`config.mk`:
```
export PLATFORM = sky130hd
export DESIGN_NAME = ram_port_ctrl_flat
export DESIGN_NICKNAME = d
export VERILOG_FILES = /design/src/rtl/ram_port_ctrl_if.sv /design/src/rtl/ram_port_ctrl.sv /design/src/flat_wrapper.sv
export SDC_FILE = /design/constraint.sdc
export NUM_CORES = 1
export LEC_CHECK = 0
export BUFFER_PORTS_ARGS = -buffer_cell sky130_fd_sc_hd__buf_4
export CAP_MARGIN = 25
export CORE_ASPECT_RATIO = 0.75
export CORE_UTILIZATION = 47
export DETAILED_ROUTE_END_ITERATION = 8
export GPL_ROUTABILITY_DRIVEN = 1
export PLACE_DENSITY = 0.87
export SKIP_CTS_REPAIR_TIMING = 1
export SLEW_MARGIN = 40
export SYNTH_ARGS = -nofsm -noshare
export SYNTH_HDL_FRONTEND = slang
export SYNTH_SLANG_ARGS = --single-unit
```
`constraint.sdc`:
```
create_clock -name clk_i -period 1.8 [get_ports clk_i]
set_input_delay 0.09 -clock clk_i [delete_from_list [all_inputs] [get_ports clk_i]]
set_output_delay 0.09 -clock clk_i [all_outputs]
set_load 0.005 [all_outputs]
```
`src/rtl/ram_port_ctrl_if.sv`:
```
// Request/response and RAM-control bundle for ram_port_ctrl.
// master: requester plus RAM side (drives requests, rsp_ready and ram_q).
// slave: the controller (drives req_ready, the response and the RAM controls).
interface ram_port_ctrl_if #(
  parameter int DATA_WIDTH = 32,
  parameter int ADDR_WIDTH = 7
);
  logic                  req_valid;
  logic                  req_ready;
  logic                  req_we;
  logic [ADDR_WIDTH-1:0] req_addr;
  logic [DATA_WIDTH-1:0] req_wdata;
  logic                  rsp_valid;
  logic                  rsp_ready;
  logic [DATA_WIDTH-1:0] rsp_data;
  logic                  ram_we;
  logic [ADDR_WIDTH-1:0] ram_addr;
  logic [DATA_WIDTH-1:0] ram_d;
  logic [DATA_WIDTH-1:0] ram_q;

  modport master (
    output req_valid, req_we, req_addr, req_wdata, rsp_ready, ram_q,
    input  req_ready, rsp_valid, rsp_data, ram_we, ram_addr, ram_d
  );

  modport slave (
    input  req_valid, req_we, req_addr, req_wdata, rsp_ready, ram_q,
    output req_ready, rsp_valid, rsp_data, ram_we, ram_addr, ram_d
  );
endinterface

```
`src/rtl/ram_port_ctrl.sv`:
```
// Front end for a single-port synchronous RAM: valid/ready requests in, registered read responses out.
// Latency: writes land at the accept edge; read data is valid 2 cycles after the accept (one read outstanding).
// Backpressure: req_ready drops while a read is pending or an unpopped response is held; macro
// RAM_PORT_CTRL_INIT_EN adds a post-reset sweep writing INIT_VALUE to every word (busy_o high meanwhile).
module ram_port_ctrl #(
  parameter int DATA_WIDTH = 32,
  parameter int ADDR_WIDTH = 7
`ifdef RAM_PORT_CTRL_INIT_EN
  ,
  // Only meaningful when the init sweep exists.
  parameter logic [DATA_WIDTH-1:0] INIT_VALUE = '0
`endif
) (
  input  logic           clk_i,
  input  logic           reset_i,
  output logic           busy_o,
  ram_port_ctrl_if.slave bus
);

`ifdef RAM_PORT_CTRL_INIT_EN
  typedef enum logic {ST_INIT = 1'b0, ST_IDLE = 1'b1} state_t;
  localparam state_t                RESET_STATE = ST_INIT;
  localparam logic [ADDR_WIDTH-1:0] LAST_ADDR   = {ADDR_WIDTH{1'b1}};
`else
  typedef enum logic {ST_IDLE = 1'b1} state_t;
  localparam state_t RESET_STATE = ST_IDLE;
`endif

  state_t                state_q;
  logic                  rd_pending_q;
  logic                  rsp_valid_q;
  logic [DATA_WIDTH-1:0] rsp_data_q;
  logic [ADDR_WIDTH-1:0] last_addr_q;
  logic [DATA_WIDTH-1:0] last_d_q;
  logic                  accept;
`ifdef RAM_PORT_CTRL_INIT_EN
  logic [ADDR_WIDTH-1:0] init_addr_q;
  logic                  in_init;

  assign in_init = (state_q == ST_INIT);
  assign busy_o  = in_init;
`else
  assign busy_o  = 1'b0;
`endif

  // A new request is refused while a read is in flight or a held response would be overwritten.
  assign bus.req_ready = !reset_i && (state_q == ST_IDLE) && !rd_pending_q &&
                         !(rsp_valid_q && !bus.rsp_ready);
  assign accept        = bus.req_valid && bus.req_ready;
  assign bus.rsp_valid = rsp_valid_q;
  assign bus.rsp_data  = rsp_data_q;

  // RAM controls: sweep write, accepted request pass-through, or a harmless re-read of the last address.
  always_comb begin
    bus.ram_we   = 1'b0;
    bus.ram_addr = last_addr_q;
    bus.ram_d    = last_d_q;
`ifdef RAM_PORT_CTRL_INIT_EN
    if (in_init) begin
      bus.ram_we   = 1'b1;
      bus.ram_addr = init_addr_q;
      bus.ram_d    = INIT_VALUE;
    end else
`endif
    if (accept) begin
      bus.ram_we   = bus.req_we;
      bus.ram_addr = bus.req_addr;
      bus.ram_d    = bus.req_wdata;
    end
  end

  // Controller FSM: init sweep, request bookkeeping and response capture/pop.
  always_ff @(posedge clk_i) begin
    if (reset_i) begin
      state_q      <= RESET_STATE;
      rd_pending_q <= 1'b0;
      rsp_valid_q  <= 1'b0;
      rsp_data_q   <= '0;
      last_addr_q  <= '0;
      last_d_q     <= '0;
`ifdef RAM_PORT_CTRL_INIT_EN
      init_addr_q  <= '0;
`endif
    end else begin
      unique case (state_q)
`ifdef RAM_PORT_CTRL_INIT_EN
        ST_INIT: begin
          // Single pass over the whole array; the counter is not reused afterwards.
          init_addr_q <= init_addr_q + ADDR_WIDTH'(1);
          if (init_addr_q == LAST_ADDR) begin
            state_q <= ST_IDLE;
          end
        end
`endif
        ST_IDLE: begin
          if (accept) begin
            last_addr_q <= bus.req_addr;
            last_d_q    <= bus.req_wdata;
            if (!bus.req_we) begin
              rd_pending_q <= 1'b1;
            end
          end
          // The RAM latched q at the accept edge; capture it now. Capture wins over a pop.
          if (rd_pending_q) begin
            rsp_data_q   <= bus.ram_q;
            rsp_valid_q  <= 1'b1;
            rd_pending_q <= 1'b0;
          end else if (rsp_valid_q && bus.rsp_ready) begin
            rsp_valid_q <= 1'b0;
          end
        end
        default: state_q <= RESET_STATE;
      endcase
    end
  end

endmodule
```
`src/flat_wrapper.sv`:
```
// flat-port wrapper written by rule: the top's interface ports become plain ports
module ram_port_ctrl_flat 
#(
  parameter int DATA_WIDTH = 32,
  parameter int ADDR_WIDTH = 7

)
  (clk_i, reset_i, busy_o, bus_req_valid, bus_req_we, bus_req_addr, bus_req_wdata, bus_rsp_ready, bus_ram_q, bus_req_ready, bus_rsp_valid, bus_rsp_data, bus_ram_we, bus_ram_addr, bus_ram_d);
  ram_port_ctrl_if #(.DATA_WIDTH(DATA_WIDTH), .ADDR_WIDTH(ADDR_WIDTH)) bus_i ();
  input  logic clk_i;
  input  logic reset_i;
  output logic busy_o;
  input wire logic [$bits(bus_i.req_valid)-1:0] bus_req_valid;
  input wire logic [$bits(bus_i.req_we)-1:0] bus_req_we;
  input wire logic [$bits(bus_i.req_addr)-1:0] bus_req_addr;
  input wire logic [$bits(bus_i.req_wdata)-1:0] bus_req_wdata;
  input wire logic [$bits(bus_i.rsp_ready)-1:0] bus_rsp_ready;
  input wire logic [$bits(bus_i.ram_q)-1:0] bus_ram_q;
  output wire logic [$bits(bus_i.req_ready)-1:0] bus_req_ready;
  output wire logic [$bits(bus_i.rsp_valid)-1:0] bus_rsp_valid;
  output wire logic [$bits(bus_i.rsp_data)-1:0] bus_rsp_data;
  output wire logic [$bits(bus_i.ram_we)-1:0] bus_ram_we;
  output wire logic [$bits(bus_i.ram_addr)-1:0] bus_ram_addr;
  output wire logic [$bits(bus_i.ram_d)-1:0] bus_ram_d;
  assign bus_i.req_valid = bus_req_valid;
  assign bus_i.req_we = bus_req_we;
  assign bus_i.req_addr = bus_req_addr;
  assign bus_i.req_wdata = bus_req_wdata;
  assign bus_i.rsp_ready = bus_rsp_ready;
  assign bus_i.ram_q = bus_ram_q;
  assign bus_req_ready = bus_i.req_ready;
  assign bus_rsp_valid = bus_i.rsp_valid;
  assign bus_rsp_data = bus_i.rsp_data;
  assign bus_ram_we = bus_i.ram_we;
  assign bus_ram_addr = bus_i.ram_addr;
  assign bus_ram_d = bus_i.ram_d;
  ram_port_ctrl #(.DATA_WIDTH(DATA_WIDTH), .ADDR_WIDTH(ADDR_WIDTH)) u_core (.clk_i(clk_i), .reset_i(reset_i), .busy_o(busy_o), .bus(bus_i));
endmodule
```
* Word-level counts from Yosys, hierarchy flattened
Cells that the tools add are included.
** Cells by class
- Mux-type cells :: 6
- Multipliers :: 0
- Eq/ne operators :: 0
- Magnitude comparators :: 0
- Reduce and logical (&&, ||, !) cells :: 11
- Div/mod/pow operators :: 0
- Shift-type cells :: 0
- Bitwise logic cells :: 1
- Add/subtract/negate cells :: 0
** Operators by type and width (number)
- 32-bit 2-to-1 mux :: 1
- 7-bit 2-to-1 mux :: 1
- 1-bit logical AND :: 5
- 1-bit logical NOT :: 4
- 1-bit 2-to-1 mux :: 4
- 3-bit OR reduction :: 1
- 2-bit nonzero test :: 1
- 1-bit NOT :: 1
** Storage, ports and cells
- Latch bits :: 0
- ROM bits :: 0
- Memory bits (writable) :: 0
- Register bits after elaboration :: 73
- Input bits :: 76
- Memories :: 0
- Output and inout port bits :: 75

* Longest topological paths before layout
- Word-level depth :: 7
- Mapped depth :: 6

* Worst setup path after synthesis
Ideal clock, no wire load.
- Path type :: register to output
- Start point :: register u_core.rsp_valid_q (netlist: u_core.bus.rsp_valid)
- End point :: output bus_ram_addr[0]
- Path slack :: 0.248 ns
- Stages on the path, launching flop included :: 6
- Data arrival time :: 1.462 ns
- Cells stage by stage :: dfxtp_1 -> nor2b_1 -> or4_4 -> buf_6 -> buf_6 -> mux2_4
** On the way
- Cells in the longest elaborated chain, start to end :: 5
** Ends and longest elaborated chain
- from (decl) :: RTL line ram_port_ctrl.sv:31 : logic rsp_valid_q;
- from (signal assigned) :: RTL line ram_port_ctrl.sv:77 : rsp_valid_q <= 1'b0;
- from (signal assigned) :: RTL line ram_port_ctrl.sv:106 : rsp_valid_q <= 1'b1;
- from (signal assigned) :: RTL line ram_port_ctrl.sv:109 : rsp_valid_q <= 1'b0;
- 1-bit logical AND :: RTL line ram_port_ctrl.sv:48 : !(rsp_valid_q && !bus.rsp_ready);
- 1-bit logical NOT :: RTL line ram_port_ctrl.sv:48
- 1-bit logical AND :: RTL line ram_port_ctrl.sv:47 : assign bus.req_ready = !reset_i && (state_q == ST_IDLE) && !rd_pending_q &&
- 1-bit logical AND :: RTL line ram_port_ctrl.sv:49 : assign accept = bus.req_valid && bus.req_ready;
- 7-bit 2-to-1 mux
- to (decl) :: RTL line flat_wrapper.sv:23 : output wire logic [$bits(bus_i.ram_addr)-1:0] bus_ram_addr;
Every way passes these cells.

* Worst setup path in the final report
- Start point :: register u_core.rd_pending_q
- End point :: output bus_ram_d[20]
** On the way
- Cells in the longest elaborated chain, start to end :: 5
** Ends and longest elaborated chain
- from (decl) :: RTL line ram_port_ctrl.sv:30 : logic rd_pending_q;
- from (signal assigned) :: RTL line ram_port_ctrl.sv:76 : rd_pending_q <= 1'b0;
- from (signal assigned) :: RTL line ram_port_ctrl.sv:100 : rd_pending_q <= 1'b1;
- from (signal assigned) :: RTL line ram_port_ctrl.sv:107 : rd_pending_q <= 1'b0;
- 1-bit logical NOT :: RTL line ram_port_ctrl.sv:47
- 1-bit logical AND (2 in a row) :: RTL line ram_port_ctrl.sv:47
- 1-bit logical AND :: RTL line ram_port_ctrl.sv:49
- 32-bit 2-to-1 mux
- to (decl) :: RTL line flat_wrapper.sv:24 : output wire logic [$bits(bus_i.ram_d)-1:0] bus_ram_d;
Every way passes these cells.

==> flow_metrics.env <==
export IMPL_status="finished, violations left"
export IMPL_violations="hold timing, setup timing"
export IMPL_timing_rr_start="u_core.rd_pending_q$_SDFF_PP0_"
export IMPL_slowest_stage="or4_4"
export IMPL_path_max_fanout=49
export IMPL_seq_area_frac_synth_pct=42.9
export IMPL_holdWs_ns=-0.0174
export IMPL_max_freq_mhz=480
export IMPL_cts_sinks=73
export IMPL_leakagePower_nw=2.43
export IMPL_core_region_area_mm2=0.00690
export IMPL_start_util_pct=49.4
export IMPL_nFillCells=495
export IMPL_pre_cts_ws_ns=0.113
export IMPL_syn_instance_count=337
export IMPL_fp_row_count=26
export IMPL_rsz0062_at_grt="true"
export IMPL_cp_arrival_ns=1.99
export IMPL_cap_violations=0
export IMPL_num_io_pins=151
export IMPL_clk_pin_slew_ns=0.08
export IMPL_antenna_found_initial=0
export IMPL_drc=0
export IMPL_reg2reg_to="u_core.last_d_q[6]$_SDFF_PP0_"
export IMPL_swShare_pct=24.3
export IMPL_min_path_type="input pin to register"
export IMPL_drt_pass1_iter_count=4
export IMPL_vias=3143
export IMPL_slowest_delay_ns=0.60
export IMPL_gp_congestion=0.694
export IMPL_ant_nets=0
export IMPL_clkLatencyLatePin_ns=0.34
export IMPL_cts_root_buf="clkbuf_8"
export IMPL_ys_warnings_count=0
export IMPL_setup_worst_path_end="bus_ram_d[20]"
export IMPL_crit_chain="or4_4 -> buf_12 -> mux2_4 -> buf_4"
export IMPL_cp_end_kind="output port"
export IMPL_routed_wire_length_per_instance_um=15.9
export IMPL_syn_area_mm2=0.00341
export IMPL_cts_made_buffers=9
export IMPL_ir_drop_v=0.000401
export IMPL_ff_latch_area_mm2=0.00147
export IMPL_power_frac_comb_pct=20.2
export IMPL_gr_total_overflow=0
export IMPL_hpwlAfterDp_mm=5.73
export IMPL_ys_seq_elements=73
export IMPL_synth_fp_nets=413
export IMPL_required_ns=1.71
export IMPL_pwr_share_clk_pct=34.1
export IMPL_vias_per_cell=5.29
export IMPL_fin_crit_ns=2.08
export IMPL_grt_pass1_wl_mm=12.7
export IMPL_p_int_mw=2.89
export IMPL_die_y_um=75.8
export IMPL_crit_type="register to output port"
export IMPL_power_frac_seq_pct=45.7
export IMPL_grt_max_degree=74
export IMPL_multi_input_area_mm2=0.00162
export IMPL_layout_area_overhead_vs_synth_pct=49.1
export IMPL_die_w_um=100
export IMPL_final_nets=568
export IMPL_p_per_area_mw_per_mm2=750
export IMPL_hold_viol=5
export IMPL_cts_max_level=3
export IMPL_cp_start_kind="register"
export IMPL_drv_slew=0
export IMPL_diodes=0
export IMPL_cts_max_path_buffers=2
export IMPL_die_area_mm2=0.00760
export IMPL_ys_types=17
export IMPL_finalSetupViolCount=39
export IMPL_cts_tree="yes"
export IMPL_io_buffers=149
export IMPL_fin_ws_ns=-0.283
export IMPL_drt_iter0_drc=97
export IMPL_syn_avg_cell_area_um2=10.1
export IMPL_grt_pass1_vias=2716
export IMPL_ff2ff_setup_slack_ns=0.28
export IMPL_drive_gt1_share_pct=44.4
export IMPL_ff2ff_path_depth=4
export IMPL_grt_total_usage_pct=21.2
export IMPL_critical_path_startpoint="u_core.rd_pending_q$_SDFF_PP0_"
export IMPL_post_route_period_util_pct=116
export IMPL_p_switching_mw=0.929
export IMPL_setup_tns_ns=-9.25
export IMPL_finalClockSkew_ns=0.0105
export IMPL_drt_total_wl_mm=9.45
## state kept, by name, summed over array words and instances, names as in the netlist
register	cells
u_core.bus.rsp_data	32
u_core.last_addr_q	7
u_core.last_d_q	32
u_core.rd_pending_q	1
u_core.bus.rsp_valid	1
## metrics by stage
stage | cells | util, % | area (um2) | total power [mW]
floorplan | 337 | - | 3410 | 2.11
global placement | 557 | 66.1 | 4560 | 2.44
detailed placement | 557 | 66.1 | 4560 | 2.46
CTS | 572 | 69.0 | 4760 | 3.75
global route | 594 | 73.7 | 5080 | 3.99
finish | 594 | 73.7 | 5080 | 3.82
## layer usage
layer / share of wire [%] / track usage [%]
met4: 0.56 / 4.35
met3: 5.2 / 6.88
met5: 0 / 0
met2: 54 / 37.3
met1: 40 / 25.9
## power by group through the flow
stage	combinational [mW]	sequential, mW	clock, mW
2_1_floorplan	0.345	1.77	0
3_3_place_gp	0.665	1.77	0
3_5_place_dp	0.686	1.78	0
6_report	0.771	1.74	1.30
5_1_grt	0.824	1.75	1.41
4_1_cts	0.687	1.74	1.33
## cells in the final DEF (no fill, tap or decap), drive strengths merged
cell,n
nor2b,1
or4,1
mux2i,32
nor2,35
inv,42
clkinvlp,1
dfxtp,73
conb,1
nor3,1
bufinv,1
o311ai,39
mux2,39
buf,159
dlygate4sd3,17
clkbuf,13
clkinv,1
o21ai,39
and3,1
## worst max-delay path: cells and delay by family (launching register included)
family,cells,cell delay (ns)
buffers and inverters,2,0.36
AND/OR/NAND/NOR,1,0.60
multiplexers,1,0.32
flip-flops,1,0.34
## cell families (layout without fill, tap and decap cells)
logic type,after synthesis,in the layout,share of synthesized area (%)
multiplexers,71,71,26.6
buffers and inverters,75,234,10.0
AND/OR/NAND/NOR,39,39,4.70
other,1,1,0.110
AO/OA/AOI/OAI,78,78,15.7
flip-flops,73,73,42.9
## area by class of cell
| type | count | share of cell area (%) |
|---|---|---|
| flip-flops and latches | 73 | 28.8 |
| clock buffers | 11 | 2.98 |
| inverters | 41 | 3.03 |
| repair buffers | 178 | 29.9 |
| clock inverters | 4 | 1.01 |
| multi-input cells | 189 | 31.8 |
| well taps | 98 | 2.41 |
## worst min path at each step
| stage | startpoint | slack (ns) | endpoint | cells after the start |
|---|---|---|---|---|
| floorplan | bus_req_we | 0.16 | u_core.rd_pending_q$_SDFF_PP0_ | 1 |
| global placement | bus_req_we | 0.25 | u_core.rd_pending_q$_SDFF_PP0_ | 2 |
| detailed placement | bus_req_we | 0.26 | u_core.rd_pending_q$_SDFF_PP0_ | 2 |
| CTS | bus_req_we | -0.1 | u_core.rd_pending_q$_SDFF_PP0_ | 2 |
| global route | bus_ram_q[0] | -0.009 | u_core.bus.rsp_data[0]$_SDFFE_PP0P_ | 3 |
| finish | bus_ram_q[23] | -0.02 | u_core.bus.rsp_data[23]$_SDFFE_PP0P_ | 3 |
## synth_stat cells, drive strengths merged
cell | number | area (um2)
clkbuf | 23 | 86.3
o21ai | 39 | 195
mux2i | 32 | 320
and3 | 1 | 6.26
dfxtp | 73 | 1460
nor2 | 35 | 131
inv | 41 | 154
mux2 | 39 | 586
o311ai | 39 | 342
conb | 1 | 3.75
nor3 | 1 | 5.00
or4 | 1 | 11.3
nor2b | 1 | 6.26
buf | 11 | 101
(Power assumes the default switching activity.)
